### src/rtl/mem_access_unit.sv
// Load/store front-end for a word-wide data RAM: sub-word stores are done as
// read-modify-write, loads are lane-selected and sign/zero extended.
module mem_access_unit #(
  parameter int unsigned ADDR_WIDTH = 32,
  parameter int unsigned DATA_WIDTH = 32
) (
  input  logic                  clk_i,
  input  logic                  rst_i,
  input  logic                  req_valid_i,
  output logic                  req_ready_o,
  input  logic                  req_we_i,
  input  logic [2:0]            req_funct3_i,
  input  logic [ADDR_WIDTH-1:0] req_addr_i,
  input  logic [DATA_WIDTH-1:0] req_wdata_i,
  output logic                  rsp_valid_o,
  output logic [DATA_WIDTH-1:0] rsp_rdata_o,
  output logic                  rsp_err_o,
  output logic [ADDR_WIDTH-1:0] ram_addr_o,
  output logic                  ram_we_o,
  output logic [DATA_WIDTH-1:0] ram_wdata_o,
  input  logic [DATA_WIDTH-1:0] ram_rdata_i
);

  localparam logic [2:0] F3_B  = 3'b000;
  localparam logic [2:0] F3_H  = 3'b001;
  localparam logic [2:0] F3_W  = 3'b010;
  localparam logic [2:0] F3_BU = 3'b100;
  localparam logic [2:0] F3_HU = 3'b101;

  typedef enum logic [1:0] {S_IDLE, S_RD, S_WR, S_RSP} state_e;

  state_e                state_q, state_d;
  logic                  we_q, we_d;
  logic [2:0]            funct3_q, funct3_d;
  logic [ADDR_WIDTH-1:0] addr_q, addr_d;
  logic [DATA_WIDTH-1:0] wdata_q, wdata_d;
  logic [DATA_WIDTH-1:0] word_q, word_d;
  logic [DATA_WIDTH-1:0] rdata_q, rdata_d;
  logic                  err_q, err_d;

  logic                  acc_err_c;
  logic [4:0]            rd_shift_c;
  logic [4:0]            wr_shift_c;
  logic [DATA_WIDTH-1:0] rd_lane_c;
  logic [DATA_WIDTH-1:0] load_ext_c;
  logic [DATA_WIDTH-1:0] lane_mask_c;
  logic [DATA_WIDTH-1:0] merged_c;

  // Illegal encodings, misalignment and unsigned store forms never reach the RAM.
  always_comb begin
    acc_err_c = 1'b0;
    if (req_funct3_i == 3'b011 || req_funct3_i == 3'b110 || req_funct3_i == 3'b111)
      acc_err_c = 1'b1;
    if ((req_funct3_i == F3_H || req_funct3_i == F3_HU) && req_addr_i[0])
      acc_err_c = 1'b1;
    if (req_funct3_i == F3_W && req_addr_i[1:0] != 2'b00)
      acc_err_c = 1'b1;
    if (req_we_i && (req_funct3_i == F3_BU || req_funct3_i == F3_HU))
      acc_err_c = 1'b1;
  end

  // Lane select and extension of the word being read this cycle.
  always_comb begin
    rd_shift_c = {addr_q[1:0], 3'b000};
    rd_lane_c  = ram_rdata_i >> rd_shift_c;
    case (funct3_q)
      F3_B:    load_ext_c = {{(DATA_WIDTH-8){rd_lane_c[7]}}, rd_lane_c[7:0]};
      F3_H:    load_ext_c = {{(DATA_WIDTH-16){rd_lane_c[15]}}, rd_lane_c[15:0]};
      F3_BU:   load_ext_c = DATA_WIDTH'(rd_lane_c[7:0]);
      F3_HU:   load_ext_c = DATA_WIDTH'(rd_lane_c[15:0]);
      default: load_ext_c = ram_rdata_i;
    endcase
  end

  // Sub-word store merge into the previously read word.
  always_comb begin
    wr_shift_c  = {addr_q[1:0], 3'b000};
    lane_mask_c = (funct3_q == F3_H) ? DATA_WIDTH'(16'hFFFF) : DATA_WIDTH'(8'hFF);
    lane_mask_c = lane_mask_c << wr_shift_c;
    merged_c    = (word_q & ~lane_mask_c) |
                  ((DATA_WIDTH'(wdata_q[15:0]) << wr_shift_c) & lane_mask_c);
  end

  always_ff @(posedge clk_i) begin
    if (rst_i) begin
      state_q  <= S_IDLE;
      we_q     <= 1'b0;
      funct3_q <= 3'b000;
      addr_q   <= '0;
      wdata_q  <= '0;
      word_q   <= '0;
      rdata_q  <= '0;
      err_q    <= 1'b0;
    end else begin
      state_q  <= state_d;
      we_q     <= we_d;
      funct3_q <= funct3_d;
      addr_q   <= addr_d;
      wdata_q  <= wdata_d;
      word_q   <= word_d;
      rdata_q  <= rdata_d;
      err_q    <= err_d;
    end
  end

  always_comb begin
    state_d  = state_q;
    we_d     = we_q;
    funct3_d = funct3_q;
    addr_d   = addr_q;
    wdata_d  = wdata_q;
    word_d   = word_q;
    rdata_d  = rdata_q;
    err_d    = err_q;
    case (state_q)
      S_IDLE: begin
        if (req_valid_i) begin
          we_d     = req_we_i;
          funct3_d = req_funct3_i;
          addr_d   = req_addr_i;
          wdata_d  = req_wdata_i;
          rdata_d  = '0;
          err_d    = acc_err_c;
          if (acc_err_c)                          state_d = S_RSP;
          else if (req_we_i && req_funct3_i == F3_W) state_d = S_WR;
          else                                    state_d = S_RD;
        end
      end
      S_RD: begin
        word_d = ram_rdata_i;
        if (we_q) begin
          state_d = S_WR;
        end else begin
          rdata_d = load_ext_c;
          state_d = S_RSP;
        end
      end
      S_WR:    state_d = S_RSP;
      default: state_d = S_IDLE;
    endcase
  end

  // A reset arriving during WR suppresses the write at that same edge.
  assign req_ready_o = (state_q == S_IDLE);
  assign ram_addr_o  = (state_q == S_RD || state_q == S_WR) ?
                       {addr_q[ADDR_WIDTH-1:2], 2'b00} : '0;
  assign ram_we_o    = (state_q == S_WR) && !rst_i;
  assign ram_wdata_o = (state_q != S_WR) ? '0 :
                       (funct3_q == F3_W) ? wdata_q : merged_c;
  assign rsp_valid_o = (state_q == S_RSP);
  assign rsp_rdata_o = (state_q == S_RSP) ? rdata_q : '0;
  assign rsp_err_o   = (state_q == S_RSP) && err_q;

endmodule

### config.mk
export PLATFORM = sky130hd
export DESIGN_NAME = mem_access_unit
export DESIGN_NICKNAME = d
export VERILOG_FILES = /design/src/rtl/mem_access_unit.sv
export SDC_FILE = /design/constraint.sdc
export NUM_CORES = 1
export LEC_CHECK = 0
export CAP_MARGIN = 5
export CORE_UTILIZATION = 53
export CTS_BUF_LIST = sky130_fd_sc_hd__clkbuf_8
export DETAILED_ROUTE_END_ITERATION = 6
export GPL_TIMING_DRIVEN = 0
export PLACE_DENSITY = 0.95
export SETUP_SLACK_MARGIN = 0.3
export SLEW_MARGIN = 40
export SYNTH_ARGS = -nofsm -noshare
export SYNTH_HDL_FRONTEND = slang
export SYNTH_SLANG_ARGS = --single-unit
### constraint.sdc
create_clock -name clk_i -period 3.2 [get_ports clk_i]
set_input_delay 0.48 -clock clk_i [delete_from_list [all_inputs] [get_ports clk_i]]
set_output_delay 0.48 -clock clk_i [all_outputs]
set_load 0.05 [all_outputs]
Yosys cells after proc, flatten, opt, wreduce, memory -nomap -nowiden. Cells that the tools add are included.

Equal/unequal tests: 17. Shift-type cells: 3. Multiplexer cells: 18. Bitwise operators: 4. Reductions and logical operators: 18.

Operators by type and width (number): 2-to-1 mux 32 bit (6); one-hot mux 32 bit (4 select lines) (1); bitwise AND 32 bit (2); one-hot mux 32 bit (2 select lines) (1); << shifter 16 x 5 -> 32 bit (2); inverter 32 bit (1); OR 32 bit (1); right shift 32 x 5 -> 16 bit (1); == test 3 bit (second input constant) (6); 2-to-1 mux 16 bit (1); == test 3 x 2 -> 1 bit (second input constant) (3); == test 3 x 1 -> 1 bit (second input constant) (2); logical AND 1 bit (6); 2-to-1 mux 2 bit (3); inequality test 2 bit (second input constant) (3); one-hot mux 2 bit (3 select lines) (1); logical OR 1 bit (5); 2-to-1 mux 1 bit (5); == test 2 bit (second input constant) (2); nonzero test 2 bit (2); logical NOT 3 bit (1); AND reduction 3 bit (1); == test 2 x 1 -> 1 bit (second input constant) (1); logical NOT 2 bit (1); 2 further kinds (2).

Register bits: 135. Input port bits: 103. Word-level logic and storage cells: 68.

Depth between registers and ports, before layout. Gate-level depths: netlist of run 1.

Depth after elaboration: 10. Gate-level depth with buffers: 8. Mapped depth without buffers: 6.

Worst setup path before layout of run 1. Ideal clock, no wire load.

Kind: register to output. Start: reg addr_q[0]. End: out ram_wdata_o[16]. Data arrival time: 2.680 ns. Path slack: 0.040 ns. Stages on the path, launching flop included: 7. Path buffers: 2. Cells stage by stage: dfxtp_1 buf_6 nor2b_1 buf_4 a21oi_4 nor3_1 nor4b_1.

Cells in the longest elaborated chain, start to end: 6. Elaborated cells between the ends (all ways): 8. Those cells by class: shift: 2; mux: 2; bitwise: 4.

RTL lines: start: declaration (RTL line 35) `logic [ADDR_WIDTH-1:0] addr_q, addr_d;`; start signal: assignment (RTL line 98) `addr_q <= addr_d;`; << shifter 16 x 5 -> 32 bit (RTL line 79) `lane_mask_c = lane_mask_c << wr_shift_c;`; inverter 32 bit (RTL line 80) `merged_c = (word_q & ~lane_mask_c) |`; bitwise AND 32 bit (RTL line 80); OR 32 bit (*) (RTL line 80); 2-to-1 mux 32 bit (*) (RTL line 149) `(funct3_q == F3_W) ? wdata_q : merged_c;`; 2-to-1 mux 32 bit (*) (RTL line 148) `assign ram_wdata_o = (state_q != S_WR) ? '0 :`; end: declaration (RTL line 20) `output logic [DATA_WIDTH-1:0] ram_wdata_o,`.

Every way passes the cells marked *; elsewhere a longest branch is shown, timed or not.

Worst setup path in the final report of run 1.
Start: reg addr_q[0]. End: out ram_wdata_o[9].

Same word-level chain as after synthesis.

==> results of run 1 <==
[routing by layer]
metal,vias to the layer above,GRT usage,routed length (um)
li1,3419,-,-
met3,80,0.0879,2050
met4,0,0.183,950
met5,-,0,0
met1,3369,0.396,8810
met2,383,0.567,10600
[worst min path at each step]
stage,start,end
global placement,addr_q[11],addr_q[11]
global route,addr_q[6],addr_q[6]
floorplan,rdata_q[0],rdata_q[0]
finish,rdata_q[6],rdata_q[6]
detailed placement,rdata_q[6],rdata_q[6]
CTS,rdata_q[6],rdata_q[6]
[stage by stage]
step / util / instance area (sq um) / setup slack (ns) / hold slack [ns]
finish: 0.745 / 9410 / 0.260 / 0.448
global route: 0.745 / 9410 / 0.202 / 0.465
CTS: 0.752 / 9490 / 0.201 / 0.451
detailed placement: 0.724 / 9140 / -0.110 / 0.442
global placement: 0.724 / 9140 / -0.0825 / 0.436
floorplan: - / 6920 / 0.490 / 0.427
[placed cells by master, fill, tap and decap left out, types with 27 or more instances in the layout]
master and n:
a21oi_1 88, and2_1 65, buf_2 39, clkbuf_1 33, clkbuf_2 27, clkdlybuf4s15_1 29
clkdlybuf4s50_1 107, dfxtp_1 134, mux2i_1 57, nand2_1 161, nand3_1 40, nor2_1 71
o21ai_0 31
[worst min-delay path, delay by kind of cell, from the launching register on]
kind             cells  cell delay, ns
flip-flops           1            0.31
AND/OR/NAND/NOR      1            0.05
AO/OA/AOI/OAI        1            0.05
[flip-flops by register name, summed over array words and instances, names as in the netlist]
signal,flops
addr_q,32
err_q,1
funct3_q,3
rdata_q,32
state_q,2
wdata_q,32
we_q,1
word_q,32
[logic make-up (layout without fill, tap and decap cells)]
logic type,count (synthesis),after routing,synth area share
simple gates,381,381,0.259
compound gates,200,200,0.192
flops,135,135,0.393
buf+inv,93,327,0.0613
mux,59,59,0.0866
fa+ha+maj,4,4,0.00728
other cells,1,2,0.000545
[report_power, final]
group	internal (mW)	total, mW	switching (mW)
clock	0.965	1.65	0.687
combinational	1.06	3.09	2.03
sequential	2.02	2.26	0.240
total	4.05	7.01	2.96
[layout make-up]
type,instances,area (sq um),area share
inverter,20,75.1,0.00798
timing repair buffer,202,1780,0.189
clock buffer,19,262,0.0278
tap,172,215,0.0229
sequential,135,2700,0.287
clock inverter,13,201,0.0214
multi-input combinational,646,3810,0.405
buffer,73,359,0.0382
[repair_timing]
action                     CTS  global route
buffers inserted             0             2
pin swaps                    1             1
resized for setup          227           121
setup endpoints to repair   96            81
==> impl_results.md, run 1 <==
- Status: completed
- Slowest-stage cell, CP: o21ai_0
- R2R Path Start: state_q[0]
- TritonCTS clock tree: yes
- Number of synthesized flops with an enable pin: 0
- Worst skew pair latency: 0.47 ns
- FF-to-FF End: rdata_q[24]
- Die area: 13400 sq um
- Maximum vdd drop: 0.000501 V
- Placed insts: 1246
- Arrival time of the worst setup path: 2.46 ns
- Rel. slew slack: 0.494
- Clk buf depth: 2
- Largest net degree at the start of global routing: 17
- Crit end category: primary output
- Initial cell density of the core: 0.545
- Post-synthesis cell count: 873
- Max cap viols: 0
- # H-tree levels: 4
- Layout cells sized above 1: 0.139
- Async S/R FF share, synth: 0
- Initial antenna violation count: 0
- Setup TNS: 0 ns
- Routed len/inst: 17.5 um
- Max Slew Vio Count: 0
- Area growth syn-to-layout: 36.7%
- Dominant cell by count in the synthesized netlist: nand2_1
- Fin cells: 1280
- Power Total: 7.01 mW
- Least-Margin Pin Slew: 0.760 ns
- Yosys top cell by area: dfxtp_1
- Synth area leaders: dfxtp_1, nand2_1, mux2i_1
- Top Ports: 203
- Worst-case reg-to-reg path depth: 7
- Inserted Clock Buffers: 17
- Die height: 116 um
- CP Buf/Inv Count: 4
- Setup crit start kind: flip-flop
- Std cell rows: 41
- Top-area cell type share of the netlist area: 0.393
- CTS Root Cell: clkbuf_8
- Mapped Area: 6880 sq um
- Period utilization: 0.919
- Congestion Overflow GR: 0
- Req. time, crit path: 2.72 ns
- Via count: 7251
- Overall die width: 116 um
- Clk slew on worst S/H paths: 0.08 ns
- LEAKAGE: 3.76 nW
- # hold bufs at CTS: 0
- # clock sinks: 135
- DRC violations left: 0
- GRT Total Usage: 0.338
- Capture point of the worst path: ram_wdata_o[9]
- DR pass1 iterations: 6
- Crit path max fanout: 10
- Sequential area share after synthesis: 0.393
- DRT Wirelength: 22500 um
- Ys flop type: dfxtp_1
- PD cells: 745 nW/um^2
- Hold Crit Depth: 2
- Distinct cells, synth: 56
- Hold Crit Class: flip-flop to flip-flop
- Antenna viol nets, final: 0
- Crit Path Category: flip-flop to primary output
- CP top delay family: buffers and inverters
- Max frequency: 340 MHz
- Cells along the critical path: buf_6 > buf_2 > buf_2 > o21ai_0 > mux2i_1 > o21ai_0 > buf_2
- DRT iter0 DRCs: 681
- Synth warn: 0
- Nets: 1202
- Setup-failing EPs final: 0
- First-pass GRT wire length: 34400 um
- Final hold violations: 0
- Biggest cell delay along the critical path: 0.42 ns
- Crit path top cell by count: buf_2
- Post-route clock skew: 0.00682 ns
- Most frequent cells after synthesis: nand2_1, dfxtp_1, a21oi_1
- Mean Syn Cell Area: 7.88 sq um
- Post-DP HPWL: 17100 um
- Period minus WS final: 2.94 ns
- Unrepaired setup endpoints after global routing: true
- Flop-to-flop setup slack: 1.11 ns
- Core Region: 12600 sq um
- Instance count on the critical path: 7
- RePlAce Congestion: 0.907
- Setup crit start: addr_q[0]
- Number of global-route vias before repair: 6798
- Vias per cell: 5.66
- N_diodes: 0
- # port buffers: 200
- Yosys reg bits: 135
- # fillers: 946
(Power assumes the default switching activity.)
==> run 2: changes to the inputs <==
REMOVE_ABC_BUFFERS = 1   (was default)
==> impl_results.md, run 2 (same netlist as run 1, synthesis figures left out) <==
- DR pass1 iterations: 6 (unchanged)
- GRT Total Usage: 0.318 (-0.0205)
- Cells along the critical path: ha_4 > and2_1 > clkdlybuf4s50_1
- Commonest non-fill, non-tap cell in the layout: nand2_1
- Crit end category: primary output
- Inserted Clock Buffers: 17 (unchanged)
- Biggest cell delay along the critical path: 0.80 ns (+0.38 ns)
- Routed wl met3: 1880 um (-8.2%)
- Via count: 6963 (-4.0%)
- Power Total: 6.90 mW (-1.6%)
- Metal2 WL: 9950 um (-6.6%)
- Hold Crit Depth: 2 (unchanged)
- Unrepaired setup endpoints after global routing: false
- Req. time, crit path: 2.72 ns (about the same)
- Initial cell density of the core: 0.545 (unchanged)
- Register area: 2720 sq um (+0.56%)
- Overall die width: 116 um (unchanged)
- Placed insts: 1180 (-5.3%)
- Setup-failing EPs final: 0 (unchanged)
- Max frequency: 351 MHz (+3.3%)
- DRT iter0 DRCs: 580 (-15%)
- Number of global-route vias before repair: 6544 (-3.7%)
- Crit Path Category: flip-flop to primary output
- Least-Margin Pin Slew: 0.796 ns (+0.0362 ns)
- Area growth syn-to-layout: 37.6%
- Slowest-stage cell, CP: clkdlybuf4s50_1
- # fillers: 914 (-3.4%)
- Placed inst area: 8930 sq um (-2.2%)
- Arrival time of the worst setup path: 2.37 ns (-0.09 ns)
- Clk slew on worst S/H paths: 0.08 ns (about the same)
- Worst skew pair latency: 0.45 ns (-0.02 ns)
- Design area: 9470 sq um (+0.65%)
- Max Slew Vio Count: 0 (unchanged)
- # H-tree levels: 4 (unchanged)
- Final hold violations: 0 (unchanged)
- DRC violations left: 0 (unchanged)
- Routed len/inst: 17.3 um (-1.2%)
- CTS Root Cell: clkbuf_8
- CP top delay family: buffers and inverters
- Die height: 116 um (unchanged)
- Nets: 1139 (-5.2%)
- Max cap viols: 0 (unchanged)
- Maximum vdd drop: 0.000412 V (-18%)
- Multi-input combinational cell area: 3900 sq um (+2.2%)
- CP Buf/Inv Count: 1 (-3)
- PD cells: 729 nW/um^2 (-2.2%)
- Post-route clock skew: 0.0115 ns (+0.00470 ns)
- R2R Path Start: state_q[1]
- Period minus WS final: 2.85 ns (-0.0942 ns)
- Hold Crit Class: primary input to flip-flop
- Crit path max fanout: 38 (+28)
- Largest net degree at the start of global routing: 66 (+49)
- Status: completed
- Layout cells sized above 1: 0.114 (-0.0251)
- TritonCTS clock tree: yes
- Setup crit start kind: flip-flop
- DRT Wirelength: 21100 um (-6.0%)
- Vias per cell: 5.72 (+1.0%)
- Die area: 13400 sq um (unchanged)
- Initial antenna violation count: 0 (unchanged)
- # clock sinks: 135 (unchanged)
- Uppermost layer routed: met4
- Rel. slew slack: 0.469 (-0.0247)
- Startpoint of the worst hold path: rst_i
- Congestion Overflow GR: 0 (unchanged)
- Clk buf depth: 2 (unchanged)
- Period utilization: 0.889 (-0.0294)
- Core Region: 12600 sq um (unchanged)
- Post-DP HPWL: 13800 um (-19%)
- FF-to-FF End: rdata_q[31]
- First-pass GRT wire length: 32700 um (-4.7%)
- M1 wire length: 8370 um (-5.0%)
- Flop-to-flop setup slack: 0.72 ns (-0.39 ns)
- RePlAce Congestion: 0.846 (-6.7%)
- # hold bufs at CTS: 0 (unchanged)
- Commonest non-fill, non-tap cells in the layout: nand2_1, dfxtp_1, clkdlybuf4s50_1, a21oi_1, nor2_1
- Std cell rows: 41 (unchanged)
- Worst-case reg-to-reg path depth: 7 (unchanged)
- LEAKAGE: 4.06 nW (+7.9%)
- Top Ports: 203 (unchanged)
- Fin cells: 1217 (-4.9%)
- Antenna viol nets, final: 0 (unchanged)
- # port buffers: 200 (unchanged)
- Min-Delay Endpoint: rdata_q[5]
- N_diodes: 0 (unchanged)
run 2: cell type report:
class / instances / share of cell area
flip-flops and latches: 135 / 0.287
clock buffers: 20 / 0.0291
clock inverters: 12 / 0.0143
well taps: 172 / 0.0227
inverters: 20 / 0.00819
repair buffers: 212 / 0.227
multi-input cells: 646 / 0.412
run 2: routing by layer:
layer,global-route usage,vias up
met3,0.0952,86
met4,0.180,0
met5,0,-
li1,-,3291
met1,0.375,3215
met2,0.515,371
run 2: metrics by stage:
step | setup TNS (ns) | hold WS, ns | worst slack, ns | utilization
2_1_floorplan | -12.17 | 0.421 | -0.995 | -
3_3_place_gp | -290.00 | 0.435 | -4.09 | 0.694
3_5_place_dp | -4.79 | 0.442 | -0.422 | 0.708
4_1_cts | 0 | 0.413 | 0.162 | 0.742
5_1_grt | 0 | 0.436 | 0.281 | 0.750
6_report | 0 | 0.413 | 0.355 | 0.750
run 2: how the worst max path moves through the flow:
stage	slack, ns	depth (start not counted)	start	to
finish	0.35	3	state_q[0]	rsp_rdata_o[21]
global route	0.28	3	state_q[0]	rsp_rdata_o[21]
CTS	0.16	5	funct3_q[0]	ram_wdata_o[18]
detailed placement	-0.42	5	addr_q[0]	ram_wdata_o[18]
global placement	-4.09	5	rst_i	rdata_q[15]
floorplan	-0.99	3	funct3_q[1]	ram_wdata_o[16]
run 2: what timing repair did:
| item | in CTS | in global routing |
|---|---|---|
| pin swaps | 1 | 0 |
| setup endpoints to repair | 97 | 75 |
| buffers inserted | 5 | 0 |
| resized for setup | 198 | 73 |
run 2: worst reg2reg max path, delay by kind of cell (launching register included):
| kind | cells | cell delay [ns] |
|---|---|---|
| simple gates | 2 | 0.41 |
| buf+inv | 2 | 0.43 |
| fa+ha+maj | 1 | 0.38 |
| flops | 1 | 0.48 |
| compound gates | 2 | 0.67 |
run 2: power breakdown:
group          switching, mW  internal (mW)  total (mW)  leakage, nW
combinational           1.99           1.12        3.11         2.73
clock                  0.653          0.817        1.47        0.220
sequential             0.293           2.03        2.32         1.11
total                   2.94           3.96        6.90         4.06
